===== src/rtl/mem_stage_pkg.sv =====
// Shared CPU types for the NES core: operation encodings, register ids and
// small decode helpers used by the pipeline stages.
package mem_stage_pkg;

  localparam int BYTE = 8;

  typedef enum logic [3:0] {
    ALU_ADD, ALU_SUB, ALU_AND, ALU_OR, ALU_EOR,
    ALU_ASL, ALU_LSR, ALU_ROL, ALU_ROR, ALU_PASS
  } alu_op_t;

  typedef enum logic [2:0] {
    MEM_NONE, MEM_LD8, MEM_ST8, MEM_LD16, MEM_LD16_PW, MEM_ST16
  } mem_op_t;

  typedef enum logic [1:0] {
    REG_A, REG_X, REG_Y, REG_NONE
  } reg_id_t;

  function automatic logic is_store(mem_op_t op);
    return (op == MEM_ST8) || (op == MEM_ST16);
  endfunction

  // Two-byte accesses walk through ACC_LO then ACC_HI.
  function automatic logic is_wide(mem_op_t op);
    return (op == MEM_LD16) || (op == MEM_LD16_PW) || (op == MEM_ST16);
  endfunction

endpackage


===== src/rtl/mem_stage.sv =====
// Memory stage: performs the 8/16-bit CPU bus access an instruction needs via
// a req/ack handshake and hands the result to writeback with valid/ready.
module mem_stage
  import mem_stage_pkg::*;
#(
  parameter int ADDR_W = 16,
  parameter int DATA_W = 8
) (
  input  logic              clk_i,
  input  logic              rst_i,
  input  logic              valid_i,
  output logic              ready_o,
  input  logic [15:0]       alu_res_i,
  input  mem_op_t           mem_op_i,
  input  logic [15:0]       st_data_i,
  input  logic [1:0]        rd_i,
  input  logic [7:0]        status_reg_i,
  input  logic              flush_i,
  output logic              bus_req_o,
  output logic              bus_we_o,
  output logic [ADDR_W-1:0] bus_addr_o,
  output logic [DATA_W-1:0] bus_wdata_o,
  input  logic [DATA_W-1:0] bus_rdata_i,
  input  logic              bus_ack_i,
  output logic              valid_o,
  input  logic              ready_i,
  output logic [15:0]       res_o,
  output logic [1:0]        rd_o,
  output logic [7:0]        status_reg_o
);

  typedef enum logic [1:0] {IDLE, ACC_LO, ACC_HI, DONE} state_t;

  state_t              state, state_d;
  logic [ADDR_W-1:0]   addr_q;
  logic [15:0]         st_q;
  mem_op_t             op_q;
  logic                kill_q;
  logic                accept;
  logic                ack;
  logic                kill_now;
  logic [ADDR_W-1:0]   hi_addr;

  assign ready_o  = (state == IDLE) | ((state == DONE) & ready_i);
  assign accept   = valid_i & ready_o & ~flush_i;
  // Acks only count while a request is actually outstanding.
  assign ack      = bus_ack_i & bus_req_o;
  assign kill_now = kill_q | flush_i;

  // The page-wrap variant reproduces the 6502 JMP (ind) bug: no carry into the high byte.
  assign hi_addr = (op_q == MEM_LD16_PW) ? {addr_q[15:8], addr_q[7:0] + 8'd1}
                                         : addr_q + 16'd1;

  always_ff @(posedge clk_i or posedge rst_i) begin
    if (rst_i) state <= IDLE;
    else       state <= state_d;
  end

  // NOTE: every variable assigned in always_comb gets a default first, so no latch is inferred.
  always_comb begin
    state_d = state;
    case (state)
      IDLE: begin
        if (accept) state_d = (mem_op_i == MEM_NONE) ? DONE : ACC_LO;
      end
      ACC_LO: begin
        if (ack) begin
          if (kill_now)           state_d = IDLE;
          else if (is_wide(op_q)) state_d = ACC_HI;
          else                    state_d = DONE;
        end
      end
      ACC_HI: begin
        if (ack) state_d = kill_now ? IDLE : DONE;
      end
      DONE: begin
        if (flush_i)      state_d = IDLE;
        else if (accept)  state_d = (mem_op_i == MEM_NONE) ? DONE : ACC_LO;
        else if (ready_i) state_d = IDLE;
      end
    endcase
  end

  // NOTE: sequential state uses non-blocking assignments so every register samples pre-edge values.
  always_ff @(posedge clk_i or posedge rst_i) begin
    if (rst_i) begin
      addr_q       <= '0;
      st_q         <= '0;
      op_q         <= MEM_NONE;
      kill_q       <= 1'b0;
      bus_req_o    <= 1'b0;
      bus_we_o     <= 1'b0;
      bus_addr_o   <= '0;
      bus_wdata_o  <= '0;
      valid_o      <= 1'b0;
      res_o        <= '0;
      rd_o         <= '0;
      status_reg_o <= '0;
    end else if (accept) begin
      addr_q       <= alu_res_i;
      st_q         <= st_data_i;
      op_q         <= mem_op_i;
      kill_q       <= 1'b0;
      rd_o         <= rd_i;
      status_reg_o <= status_reg_i;
      if (mem_op_i == MEM_NONE) begin
        res_o   <= alu_res_i;
        valid_o <= 1'b1;
      end else begin
        valid_o     <= 1'b0;
        bus_req_o   <= 1'b1;
        bus_addr_o  <= alu_res_i;
        bus_we_o    <= is_store(mem_op_i);
        bus_wdata_o <= st_data_i[BYTE-1:0];
      end
    end else begin
      case (state)
        DONE: begin
          if (flush_i || ready_i) valid_o <= 1'b0;
        end
        ACC_LO, ACC_HI: begin
          if (flush_i) kill_q <= 1'b1;
          if (ack) begin
            if (kill_now) begin
              // A killed access still finishes its handshake, then the stage goes quiet.
              bus_req_o <= 1'b0;
              bus_we_o  <= 1'b0;
              kill_q    <= 1'b0;
            end else if ((state == ACC_LO) && is_wide(op_q)) begin
              bus_addr_o  <= hi_addr;
              bus_wdata_o <= st_q[15:8];
              if (!is_store(op_q)) res_o[7:0] <= bus_rdata_i;
            end else begin
              bus_req_o <= 1'b0;
              bus_we_o  <= 1'b0;
              valid_o   <= 1'b1;
              if (is_store(op_q))      res_o       <= addr_q;
              else if (state == ACC_LO) res_o      <= {8'h00, bus_rdata_i};
              else                     res_o[15:8] <= bus_rdata_i;
            end
          end
        end
        default: ;
      endcase
    end
  end

endmodule

===== config.mk =====
export PLATFORM = sky130hd
export DESIGN_NAME = mem_stage
export DESIGN_NICKNAME = d
export VERILOG_FILES = /design/src/rtl/mem_stage_pkg.sv /design/src/rtl/mem_stage.sv
export SDC_FILE = /design/constraint.sdc
export NUM_CORES = 1
export LEC_CHECK = 0
export CELL_PAD_IN_SITES_DETAIL_PLACEMENT = 0
export CELL_PAD_IN_SITES_GLOBAL_PLACEMENT = 2
export CORE_MARGIN = 1.5
export CORE_UTILIZATION = 40
export CTS_CLUSTER_SIZE = 30
export DETAILED_ROUTE_END_ITERATION = 12
export DONT_BUFFER_PORTS = 1
export PLACE_DENSITY = 0.8
export SETUP_SLACK_MARGIN = 0.3
export SKIP_LAST_GASP = 1
export SYNTH_ARGS = -nofsm -noshare
export SYNTH_HDL_FRONTEND = slang
export SYNTH_SLANG_ARGS = --single-unit

===== constraint.sdc =====
create_clock -name clk_i -period 5.3 [get_ports clk_i]
set_input_delay 1.59 -clock clk_i [delete_from_list [all_inputs] [get_ports clk_i]]
set_output_delay 1.59 -clock clk_i [all_outputs]
set_load 0.02 [all_outputs]

* Yosys cells after proc, flatten, opt, wreduce, memory -nomap -nowiden
Index checks and enable logic that the tools add are counted.
** Word-level totals
- Register bits after elaboration :: 91
- Input bits :: 59
- Output and inout port bits :: 54
- Logic and storage cells :: 121
** Operators by class
- Add/subtract/negate cells :: 2
- Equality and inequality tests :: 23
- Mux-type cells :: 55
- Bitwise operators :: 7
- Reduce and logical (&&, ||, !) cells :: 20
** Operators with widths (number)
- 16-bit two-way mux :: 13
- 8-bit two-way mux :: 11
- 1-bit two-way mux :: 20
- 2-bit two-way mux :: 9
- 16-bit by 1-bit adder with 16-bit output (second input constant) :: 1
- 3-bit != test (second input constant) :: 5
- 5-bit AND reduction :: 3
- 2-bit != test (second input constant) :: 6
- 3-bit by 2-bit == test with 1-bit output (second input constant) :: 3
- 3-bit == test (second input constant) :: 3
- 8-bit by 1-bit adder with 8-bit output (second input constant) :: 1
- 2-bit case mux with 4 select lines :: 1
- 4-bit AND reduction :: 2
- 6-bit AND reduction :: 1
- 2-bit nonzero test :: 3
- 1-bit logical OR :: 5
- 1-bit AND :: 4
- 2-bit == test (second input constant) :: 2
- 4-bit != test (second input constant) :: 1
- 4-bit nonzero test :: 1
- 3-bit zero test :: 1
- 3-bit by 2-bit != test with 1-bit output (second input constant) :: 1
- 3-bit nonzero test :: 1
- 2-bit by 1-bit == test with 1-bit output (second input constant) :: 1
- other kinds (7) :: 8

* Longest topological paths before layout
- Word-level depth :: 9
- Depth in mapped cells :: 10
- Depth with buffers taken out :: 7

* Least setup slack after synthesis
Ideal clock, no wire load.
- Kind :: in2out
- Start point :: input port ready_i
- End point :: output port ready_o
- Arrival :: 1.894 ns
- Required time :: 3.710 ns
- Slack :: 1.816 ns
- Stages on the path :: 2
- Path buffers :: 0
- Path through :: a21oi_2 inv_1
** Between the ends
- Cells in the longest elaborated chain, start to end :: 2
** RTL lines
- start: declaration :: line mem_stage.sv:26 : input logic ready_i,
- 1-bit AND :: line mem_stage.sv:44 : assign ready_o = (state == IDLE) | ((state == DONE) & ready_i);
- 1-bit bitwise OR :: line mem_stage.sv:44
- end: declaration :: line mem_stage.sv:12 : output logic ready_o,
No other way between the ends.

* Worst setup path after layout
Same ends and word-level chain as after synthesis.

==> results.cfg <==
[grt]
grt_pass1_vias = 3212
antenna_found_initial = 0
overflow = 0
grtUsageTotal_pct = 20.0
grt_first_pass_wirelength_um = 17500
grt_max_degree = 62

[power_and_ir_drop]
p_sw_mw = 1.28
p_leak_nw = 2.10
intPower_mw = 1.53
seq_power_share_pct = 50.4
p_clk_share_pct = 16.9
power.total_mw = 2.81
combPwrFrac_pct = 32.7
switching_share_pct = 45.5
peakVddDrop_mv = 0.287
power.density_nw_per_um2 = 620

[logic_synthesis]
ys_ff_latch = 83
ys_warn_count = 0
synth_area_um2 = 4260
ys_seq_area_share_pct = 48.7
syn_nets = 530
synth_edf_count = 0
synth-main-ff-cell = dfrtp_1
synth_area_per_cell_um2 = 9.15
synth_async_sr_flop_share_pct = 100
synthCells = 466
synthDistinctLibCells = 58

[placement]
post-place-ws_ps = 1620
dp_hpwl_um = 7590
port-buffer-count = 0
gp_congestion = 0.816

[drt]
drcViolationCount = 0
drtIter0Drc = 200
vias = 3289
routedWlPerCell_um = 18.4
routed_wl_um = 10900
viasPerCell = 5.53
first_pass_iters = 4
ant_nets = 0

[timing]
finalClockSkew_ps = 13.2
slew_headroom_pct = 35.3
rsz0062_at_grt = false
hold_ws_ps = 473
max_freq_ghz = 0.281
setup_violations = 0
tns_ps = 0
min_period_ps = 3560
final.period_utilization_pct = 67.1
slew_violations = 0
layout_setup_ws_ps = 1740
hold_viol = 0
tightest_slew_ps = 969

[clock_tree]
cts_num_sinks = 83
htreeDepth = 3
postCtsHoldBufs = 0
ctsResizeCount = 0
clockBufferDepth = 2
cts_tree = yes
insertion_delay_ps = 360
cts_buffers = 9
cts.clk_slew.worst_paths_ps = 90
cts_setup_buffers = 0
clockRootBuffer = clkbuf_8

[setup_path]
critPathMaxStageDelay_ps = 210
critPathKind = in -> out
start_kind = primary input
cp_num_buf_inv = 1
cp_top_family = compound AO/OA/AOI/OAI gates
cp_max_fo = 4
worstSetupEndpointType = output port
arrival_ps = 1970
path_cells = a21oi_2, inv_1
worst_ep_required_time_ps = 3710
crit_slowest_cell = a21oi_2

[floorplanning]
start_util_pct = 41.3
die-area_um2 = 11300
die_h_um = 106
io_pins = 113
core_area_um2 = 10300
die_w_um = 106
num_rows = 37

[cells_and_area]
multi_input_area_um2 = 2040
filler_cell_count = 1036
mostFrequentLayoutCell = nand2_1
area_growth_pct = 6.58
ff_latch_area_um2 = 2080
mostFrequentLayoutCells = nand2_1 (142), dfrtp_1 (83), nor2_1 (37)
num_antenna_cells = 0
nets = 518
drive_gt1_share_pct = 12.2

[flow_run]
max_cap_violations = 0

[status]
outcome = finished clean

[hold_path]
hp-class = reg -> reg
-- layout make-up --
type	instances	area share, %
clock buffers	9	2.73
clock inverters	7	1.68
inverters	6	0.523
multi-input cells	350	44.9
flip-flops and latches	83	45.7
well taps	136	3.75
repair buffers	4	0.661
-- final timing paths --
path                          start             end  slack (ps)  cells past startpoint
max                         ready_i         ready_o        1740                      2
min                        st_q[13]        st_q[13]         470                      2
max reg2reg                state[0]        res_o[0]        2510                      7
min reg2reg                st_q[13]        st_q[13]         470                      2
max in group asynchronous     rst_i       res_o[13]        3060                      2
min in group asynchronous     rst_i  bus_wdata_o[4]        1280                      1
-- registers in the layout (all words and copies together) (netlist names) --
name          count
rd_o              2
st_q              8
bus_we_o          1
bus_wdata_o       8
bus_addr_o       16
res_o            16
valid_o           1
bus_req_o         1
state             2
status_reg_o      8
op_q              3
kill_q            1
addr_q           16
-- power groups by stage --
stage | combinational, mW | clock (mW) | sequential (mW)
floorplan | 0.808 | 0 | 1.32
global placement | 0.912 | 0 | 1.43
detailed placement | 0.929 | 0 | 1.44
CTS | 0.932 | 0.487 | 1.43
global route | 1.06 | 0.514 | 1.46
finish | 0.921 | 0.475 | 1.42
-- Yosys cell counts, types with 3 or more instances --
cell type,instances,area share [%]
inv_1,5,0.44
nor3_1,3,0.35
o21ai_0,13,1.5
buf_2,13,1.5
or3_1,5,0.73
ha_1,5,1.5
nor2_1,37,3.3
xnor2_1,5,1.0
nand3_1,4,0.47
a311oi_1,4,0.82
nand2_1,142,13
dfrtp_1,83,49
buf_4,4,0.70
mux2i_1,8,1.9
or3b_2,3,0.62
nand4_1,6,0.88
mux2_2,15,4.0
clkbuf_1,8,0.70
xor2_1,4,0.82
nand3b_1,7,1.2
o31ai_1,8,1.4
a31oi_1,19,2.8
a21oi_1,14,1.6
a21o_1,6,1.1
-- kinds of logic after synthesis --
family          synth area share, %
buf+inv                        3.64
flops                          48.7
mux                            6.11
compound gates                 14.1
simple gates                   24.1
fa+ha+maj                      1.47
xor+xnor                       1.85
-- metrics by stage --
step,cells,cell area (um2),util [%]
floorplan,466,4260,-
global placement,579,4340,42.1
detailed placement,579,4340,42.1
CTS,595,4540,44.0
global route,595,4540,44.0
finish,595,4540,44.0
-- metal layers --
layer	global-route usage, %	vias to the layer above	routed length, um
li1	-	1577	-
met1	27.5	1589	4920
met2	29.1	106	4830
met3	5.95	17	993
met4	8.49	0	181
met5	0	-	0
Power figures use the tool's default switching activity.
